$ cat config.mk
export PLATFORM = sky130hd
export DESIGN_NAME = cla_seq_adder
export DESIGN_NICKNAME = d
export VERILOG_FILES = /design/src/rtl/cla_seq_adder.sv
export SDC_FILE = /design/constraint.sdc
export NUM_CORES = 1
export LEC_CHECK = 0
export ABC_CLOCK_PERIOD_IN_PS = 10000
export BUFFER_PORTS_ARGS = -buffer_cell sky130_fd_sc_hd__buf_2
export CAP_MARGIN = 20
export CORE_UTILIZATION = 58
export DETAILED_ROUTE_END_ITERATION = 10
export GPL_ROUTABILITY_DRIVEN = 0
export PLACE_DENSITY = 0.83
export SETUP_SLACK_MARGIN = 0.2
export SLEW_MARGIN = 30
export SYNTH_ARGS = -nofsm -noshare
export SYNTH_HDL_FRONTEND = slang
export SYNTH_SLANG_ARGS = --single-unit
$ cat constraint.sdc
create_clock -name clk -period 10 [get_ports clk]
set_clock_uncertainty 0.15 [all_clocks]
set_input_delay 0.5 -clock clk [delete_from_list [all_inputs] [get_ports clk]]
set_output_delay 0.5 -clock clk [all_outputs]
set_load 0.01 [all_outputs]
$ cat src/rtl/cla_seq_adder.sv
// Byte-serial adder that reuses one 8-bit carry-lookahead adder over NBYTES cycles.
// Optional subtract mode (port sub) is enabled by defining CLA_SEQ_SUB_EN.

module cla8 (
    input  logic [7:0] a,
    input  logic [7:0] b,
    input  logic       ci,
    output logic [7:0] s,
    output logic       co
);
    logic [7:0] g;
    logic [7:0] p;
    logic [8:0] c;
    logic       pp;

    assign g = a & b;
    assign p = a ^ b;

    // Each carry is a flat sum of generate terms masked by the propagates above them
    always_comb begin
        c    = '0;
        pp   = 1'b1;
        c[0] = ci;
        for (int i = 1; i <= 8; i++) begin
            pp = 1'b1;
            for (int j = i - 1; j >= 0; j--) begin
                c[i] = c[i] | (g[j] & pp);
                pp   = pp & p[j];
            end
            c[i] = c[i] | (ci & pp);
        end
    end

    assign s  = p ^ c[7:0];
    assign co = c[8];
endmodule

module cla_seq_adder #(
    parameter int unsigned NBYTES = 4
) (
    input  logic                  clk,
    input  logic                  rst_n,
    input  logic                  start_valid,
    output logic                  start_ready,
    input  logic [8*NBYTES-1:0]   a,
    input  logic [8*NBYTES-1:0]   b,
    input  logic                  cin,
`ifdef CLA_SEQ_SUB_EN
    input  logic                  sub,
`endif
    output logic                  res_valid,
    input  logic                  res_ready,
    output logic [8*NBYTES-1:0]   sum,
    output logic                  cout,
    output logic                  ovf,
    output logic                  busy
);
    localparam int unsigned W  = 8 * NBYTES;
    localparam int unsigned KW = $clog2(NBYTES);

    localparam logic [1:0] IDLE = 2'd0;
    localparam logic [1:0] RUN  = 2'd1;
    localparam logic [1:0] DONE = 2'd2;

    logic [1:0]    state_q, state_d;
    logic [KW-1:0] k_q, k_d;
    logic [W-1:0]  a_q, a_d, b_q, b_d;
    logic [W-1:0]  sum_q, sum_d;
    logic          carry_q, carry_d;
    logic          cout_q, cout_d;
    logic          ovf_q, ovf_d;
    logic          start_ready_q, start_ready_d;
    logic          res_valid_q, res_valid_d;
    logic          busy_q, busy_d;

    logic [7:0]    byte_a, byte_b, byte_b_eff, cla_s;
    logic          cla_co;
    logic          carry_init;

    assign byte_a = a_q[{k_q, 3'b000} +: 8];
    assign byte_b = b_q[{k_q, 3'b000} +: 8];

`ifdef CLA_SEQ_SUB_EN
    logic sub_q, sub_d;
    assign byte_b_eff = sub_q ? ~byte_b : byte_b;
    assign carry_init = sub ? 1'b1 : cin;
`else
    assign byte_b_eff = byte_b;
    assign carry_init = cin;
`endif

    cla8 u_cla8 (
        .a  (byte_a),
        .b  (byte_b_eff),
        .ci (carry_q),
        .s  (cla_s),
        .co (cla_co)
    );

    // Next-state and datapath update
    always_comb begin
        state_d = state_q;
        k_d     = k_q;
        a_d     = a_q;
        b_d     = b_q;
        sum_d   = sum_q;
        carry_d = carry_q;
        cout_d  = cout_q;
        ovf_d   = ovf_q;
`ifdef CLA_SEQ_SUB_EN
        sub_d   = sub_q;
`endif
        case (state_q)
            IDLE: begin
                if (start_valid) begin
                    a_d     = a;
                    b_d     = b;
                    k_d     = '0;
                    carry_d = carry_init;
`ifdef CLA_SEQ_SUB_EN
                    sub_d   = sub;
`endif
                    state_d = RUN;
                end
            end
            RUN: begin
                sum_d[{k_q, 3'b000} +: 8] = cla_s;
                carry_d = cla_co;
                k_d     = KW'(k_q + 1'b1);
                if (k_q == KW'(NBYTES - 1)) begin
                    k_d     = '0;
                    cout_d  = cla_co;
                    // Top byte carries the operand sign bits as presented to the adder
                    ovf_d   = (byte_a[7] == byte_b_eff[7]) && (cla_s[7] != byte_a[7]);
                    state_d = DONE;
                end
            end
            DONE: begin
                if (res_ready) begin
                    state_d = IDLE;
                end
            end
            default: state_d = IDLE;
        endcase
        start_ready_d = (state_d == IDLE);
        res_valid_d   = (state_d == DONE);
        busy_d        = (state_d != IDLE);
    end

    always_ff @(posedge clk or negedge rst_n) begin
        if (!rst_n) begin
            state_q       <= IDLE;
            k_q           <= '0;
            a_q           <= '0;
            b_q           <= '0;
            sum_q         <= '0;
            carry_q       <= 1'b0;
            cout_q        <= 1'b0;
            ovf_q         <= 1'b0;
            start_ready_q <= 1'b1;
            res_valid_q   <= 1'b0;
            busy_q        <= 1'b0;
`ifdef CLA_SEQ_SUB_EN
            sub_q         <= 1'b0;
`endif
        end else begin
            state_q       <= state_d;
            k_q           <= k_d;
            a_q           <= a_d;
            b_q           <= b_d;
            sum_q         <= sum_d;
            carry_q       <= carry_d;
            cout_q        <= cout_d;
            ovf_q         <= ovf_d;
            start_ready_q <= start_ready_d;
            res_valid_q   <= res_valid_d;
            busy_q        <= busy_d;
`ifdef CLA_SEQ_SUB_EN
            sub_q         <= sub_d;
`endif
        end
    end

    assign start_ready = start_ready_q;
    assign res_valid   = res_valid_q;
    assign busy        = busy_q;
    assign sum         = sum_q;
    assign cout        = cout_q;
    assign ovf         = ovf_q;
endmodule

==> impl_metrics.tcl, run 1 <==
set metrics [dict create \
    first_pass_iters 4 \
    hold_start "a[17]" \
    yosys.area.top_type "dfrtp_1" \
    synth-edff-count 0 \
    min_path_cells 2 \
    start_util 0.607 \
    slew_headroom 0.398 \
    avgSynthCellArea_um2 14.4 \
    die_w_um 92.6 \
    dp.cells 528 \
    fin_ws_ps 6640 \
    clk-insertion-delay-late_ps 370 \
    clock.fmax_ghz 0.298 \
    synth.area.mux_share 0.229 \
    portBuffers 105 \
    cp_max_fo 21 \
    antenna_found_initial 0 \
    core_area_um2 7850 \
    multiInputGateArea_um2 2020 \
    ant_nets 0 \
    ff_latch_area_um2 2650 \
    pre_cts_slack_ps 6750 \
    synth.top_cells.by_count "105 x dfrtp_1, 64 x mux2_2, 25 x a22o_1" \
    r2r.worst_path.cells 7 \
    setup_viol 0 \
    grt_max_degree 65 \
    synth-main-ff-cell "dfrtp_1" \
    synth-compound-area-share 0.0951 \
    via_per_inst 5.75 \
    synth_top_family_by_area "multiplexers" \
    yosys.area_share.simple 0.0410 \
    drt_iter0_drc 72 \
    cts-htree-levels 3 \
    critPathLaunch "k_q[1]" \
    cp-start-kind "flip-flop" \
    cts_setup_buffers 0 \
    cts-root-buf "clkbuf_8" \
    drt-total-wl_mm 9.61 \
    final.setup.tns_ps 0 \
    die-area_um2 8580 \
    rows 32 \
    synth_top_area_frac 0.552 \
    vias 3132 \
    grt_usage 0.243 \
    status "complete, no violations" \
    n_antenna_cell 0 \
    crit_arrival_ps 3460 \
    cts_hold_buf 1 \
    io_pins 106 \
    cp-end-kind "flip-flop" \
    synth-adder-area-share 0.0436 \
    wl_per_cell_um 17.6 \
    ys_warn_count 0 \
    p_leak_nw 2.69 \
    cts_resized 0 \
    hold_path_class "in2reg" \
    first_global_vias 3159 \
    grt-ovfl-total 0 \
    cts.sinks 106 \
    peakVddDrop_uv 219 \
    place_hpwl_mm 7.05 \
    critPathKind "reg2reg" \
    final.period_utilization 0.336 \
    p_per_area_nw_per_um2 400 \
    synth_most_common_cell "dfrtp_1" \
    path_clk_slew_ps 100 \
    rsz0062_at_grt "false" \
    drc 0 \
    syn_nets 415 \
    syn_area_um2 4760 \
    r2r-start "k_q[1]" \
    cts_buffers 9 \
    ys_seq_area_frac 0.557 \
    hold_viol_final 0 \
    grt_pass1_wl_mm 15.8 \
    synthCells 330 \
    tightest_slew_ps 903 \
    cap_violations 0 \
    async_reset_ff_frac 1.00 \
    total_power_w 0.00225 \
    clock_path_buffers 2 \
    final.fill_count 555 \
    synth_xor_area_frac 0.0147 \
    worst-endpoint-required_ps 10100 \
    netlist-cell-type-count 45 \
    fin_cells 545 \
    syn2layout_area_growth_pct 18.2 \
    ys_seq_elements 106 \
    nets 523 \
    die_y_um 92.6 \
    cts_tree "built" \
    drive_gt1_frac 0.479 \
    fin_crit_ps 3360 \
    whs_ps 206 \
    final-max-slew-violation-count 0 \
    synthTopCellsByArea "dfrtp_1 55%, mux2_2 15%, mux4_2 7.6%, a22o_1 4.6%, ha_1 3.9%" \
]
## power by group
group | switching (W) | total (W) | internal [W]
clock | 0.000145 | 0.000296 | 0.000151
sequential | 0.000126 | 0.000746 | 0.000620
combinational | 0.000652 | 0.00121 | 0.000557
## placed cells by master (no fill, tap or decap), types with 4 or more instances in the layout
cell type,count
xnor2_1,4
o21ai_0,10
dfrtp_1,105
nor2_1,6
clkbuf_8,10
xor2_1,4
buf_2,104
a22o_1,25
mux4_2,16
nand2_1,22
buf_4,4
inv_1,9
ha_1,15
mux2_2,64
## path summary, 6_finish.rpt
check / to / slack [ps]
max reg2reg: carry_q / 6640
max: carry_q / 6640
min reg2reg: sum[1] / 330
min: a_q[17] / 210
max in group asynchronous: a_q[27] / 8050
min in group asynchronous: res_valid / 520
## area by class of cell
cell class | instances | share of cell area
clock inverter | 6 | 0.0169
inverter | 9 | 0.00600
multi-input combinational | 203 | 0.359
sequential | 106 | 0.471
clock buffer | 10 | 0.0244
tap | 102 | 0.0227
timing repair buffer | 109 | 0.0996
## registers in the layout (all words and copies together) (netlist names)
signal and cells:
sum 32, cout 1, res_valid 1, a_q 32, k_q 2, carry_q 1, b_q 32, start_ready 1
ovf 1, state_q 2, busy 1
## per-stage QoR
step	cell area, um^2	utilization
after floorplan	4760	-
after global placement	5390	0.687
after global routing	5630	0.717
final	5630	0.717
after detailed placement	5390	0.687
after CTS	5630	0.717
## critical path: stages, from the launching register on
cell	delay, ps
dfrtp_1	950
mux4_2	470
ha_1	380
o21ai_0	340
o21ai_1	160
a221oi_4	350
nor2b_1	130
a221o_1	320
## metal layers
layer | vias to the layer above | share of wire | track usage
met5 | - | 0 | 0
met4 | 0 | 0.018 | 0.0885
met3 | 13 | 0.054 | 0.0378
met2 | 119 | 0.48 | 0.385
met1 | 1557 | 0.45 | 0.344
li1 | 1443 | - | -
## cell families (layout without fill, tap and decap cells)
kind of cell	Yosys count	count (layout)
adder cells (fa/ha/maj)	16	16
XOR/XNOR	8	8
buffers and inverters	21	134
multiplexers	81	81
flip-flops	106	106
AO/OA/AOI/OAI	57	57
AND/OR/NAND/NOR	41	41
No activity file was read; power rests on OpenSTA's default activity.
==> run 2: changes to the inputs <==
Settings changed: ABC_CLOCK_PERIOD_IN_PS 10000 to 3120, CORE_UTILIZATION 58 to 54, PLACE_DENSITY 0.83 to 0.78.
Clock period 10 ns to 3.12 ns, I/O delays scaled along.
==> run 2 against run 1 <==
Against the previous run: combinational power increased to 4.1 times the previous value; die area increased by 7.2%; flip-flop and latch count unchanged; core utilization increased by 6.0 points; maximum frequency increased by 17%; setup slack got worse by 6400 ps; sequential share of layout area decreased by 6.4 points; global-route usage increased by 2.7 points; power increased to 3.6 times the previous value; sequential power increased to 3.2 times the previous value; cell area increased by 16%; clock-buffer cell count increased by 1; highest routed layer unchanged.
==> impl_metrics.tcl, run 2 (synthesis gave the netlist of run 1 again) <==
set metrics [dict create \
    drc 0 \
    worst-endpoint-required_ps 3240 \
    crit_arrival_ps 2990 \
    max_stage_delay_ps 580 \
    p_leak_nw 3.03 \
    peakVddDrop_uv 781 \
    cap_violations 0 \
    cts-htree-levels 3 \
    final-max-slew-violation-count 0 \
    hold_viol_final 0 \
    fin_cells 628 \
    grt_pass1_wl_mm 18.3 \
    die-area_um2 9200 \
    cts_buffers 9 \
    rsz0062_at_grt "false" \
    p_per_area_nw_per_um2 1250 \
    drt_iter0_drc 212 \
    status "complete, no violations" \
    r2r.worst_path.cells 8 \
    critPathKind "reg2reg" \
    cp-start-kind "flip-flop" \
    antenna_found_initial 0 \
    grt-ovfl-total 0 \
    n_antenna_cell 0 \
    grt_usage 0.270 \
    drive_gt1_frac 0.457 \
    clock_path_buffers 2 \
    hold_path_class "in2reg" \
    cp_max_fo 6 \
    start_util 0.568 \
    slowest_stage "mux4_2" \
    die_y_um 95.9 \
    layout_commonest_cell "buf_2" \
    grt_max_degree 76 \
    cts_tree "built" \
    portBuffers 105 \
    nets 603 \
    dp.cells 538 \
    wl_per_cell_um 19.0 \
    min_path_cells 4 \
    final.setup.tns_ps 0 \
    final_cell_mix "105 x buf_2, 104 x dfrtp_1, 67 x dlygate4sd3_1" \
    vias 3565 \
    cts.sinks 106 \
    io_pins 106 \
    via_per_inst 5.68 \
    drt-total-wl_mm 11.9 \
    rows 33 \
    cts-root-buf "clkbuf_8" \
    final.period_utilization 0.918 \
    fin_crit_ps 2860 \
    syn2layout_area_growth_pct 36.8 \
    first_pass_iters 5 \
    ant_nets 0 \
    core_area_um2 8380 \
    total_power_w 0.00817 \
    clock.fmax_ghz 0.349 \
    die_w_um 95.9 \
    path_cells "buf_6 -> mux4_2 -> ha_4 -> o21a_1 -> o211a_1 -> a221oi_4 -> nor2b_2 -> a221o_1" \
    tightest_slew_ps 765 \
    setup_viol 0 \
    clk-insertion-delay-late_ps 380 \
    slew_headroom 0.486 \
    cp-end-kind "flip-flop" \
    first_global_vias 3666 \
    place_hpwl_mm 7.00 \
    path_clk_slew_ps 100 \
]
==> run 2: changes by cell type in the layout (fill, tap and decap cells not counted), moves of 2 or more <==
cell / previous run / this run
buf_6: 0 / 2
buf_4: 4 / 12
ha_2: 0 / 2
inv_6: 3 / 1
ha_4: 0 / 4
o21ai_2: 0 / 2
dlygate4sd3_1: 1 / 67
buf_12: 0 / 2
clkinvlp_4: 0 / 3
ha_1: 15 / 9
==> run 2: metrics by stage <==
stage | setup WS, ps | area [um^2] | util | hold slack (ps)
floorplan | 259 | 4770 | - | -290
global placement | 248 | 5460 | 0.651 | 199
detailed placement | 140 | 5460 | 0.651 | 210
CTS | 215 | 6360 | 0.758 | 96.8
global route | 200 | 6520 | 0.777 | 123
finish | 257 | 6520 | 0.777 | 107
==> run 2: worst max-delay path, delay by kind of cell, from the launching register on <==
family / cells / cell delay (ps)
flops: 1 / 430
fa+ha+maj: 1 / 300
mux: 1 / 580
simple gates: 1 / 90
compound gates: 4 / 1030
buf+inv: 1 / 160
==> run 2: per-layer routing <==
layer | wire [um] | up-vias | share of wire | track usage
met2 | 6160 | 141 | 0.52 | 0.457
met3 | 559 | 23 | 0.047 | 0.0403
met5 | 0 | - | 0 | 0
met4 | 229 | 0 | 0.019 | 0.101
met1 | 4980 | 1805 | 0.42 | 0.354
li1 | - | 1596 | - | -
==> run 2: layout make-up <==
| class | instances | area, um^2 |
|---|---|---|
| Sequential cell | 106 | 2660 |
| Multi-Input combinational cell | 203 | 2120 |
| Fill cell | 494 | 1870 |
| Timing Repair Buffer | 189 | 1370 |
| Clock buffer | 11 | 141 |
| Tap cell | 105 | 131 |
| Clock inverter | 5 | 61.3 |
| Inverter | 9 | 33.8 |
==> run 2: path summary, 6_finish.rpt <==
path	from	to	slack, ps
max reg2reg	k_q[0]	carry_q	260
min reg2reg	sum[16]	sum[16]	340
min in group asynchronous	rst_n	busy	190
max in group asynchronous	rst_n	b_q[4]	1880
max	k_q[0]	carry_q	260
min	cin	carry_q	110
==> run 2: what timing repair did <==
| action | in CTS | in global routing |
|---|---|---|
| buffers inserted | 0 | 5 |
| hold endpoints to repair | 141 | 0 |
| gates resized for setup | 5 | 16 |
| gates cloned | 0 | 2 |
| hold buffers | 67 | 0 |
| endpoints found under the setup margin | 6 | 23 |
| pin swaps | 1 | 4 |
==> run 2: where the power goes <==
part	total (W)	switching [W]	internal, W
Sequential	0.00236	0.000374	0.00199
Combinational	0.00492	0.00251	0.00241
Clock	0.000888	0.000491	0.000397
Total	0.00817	0.00338	0.00479
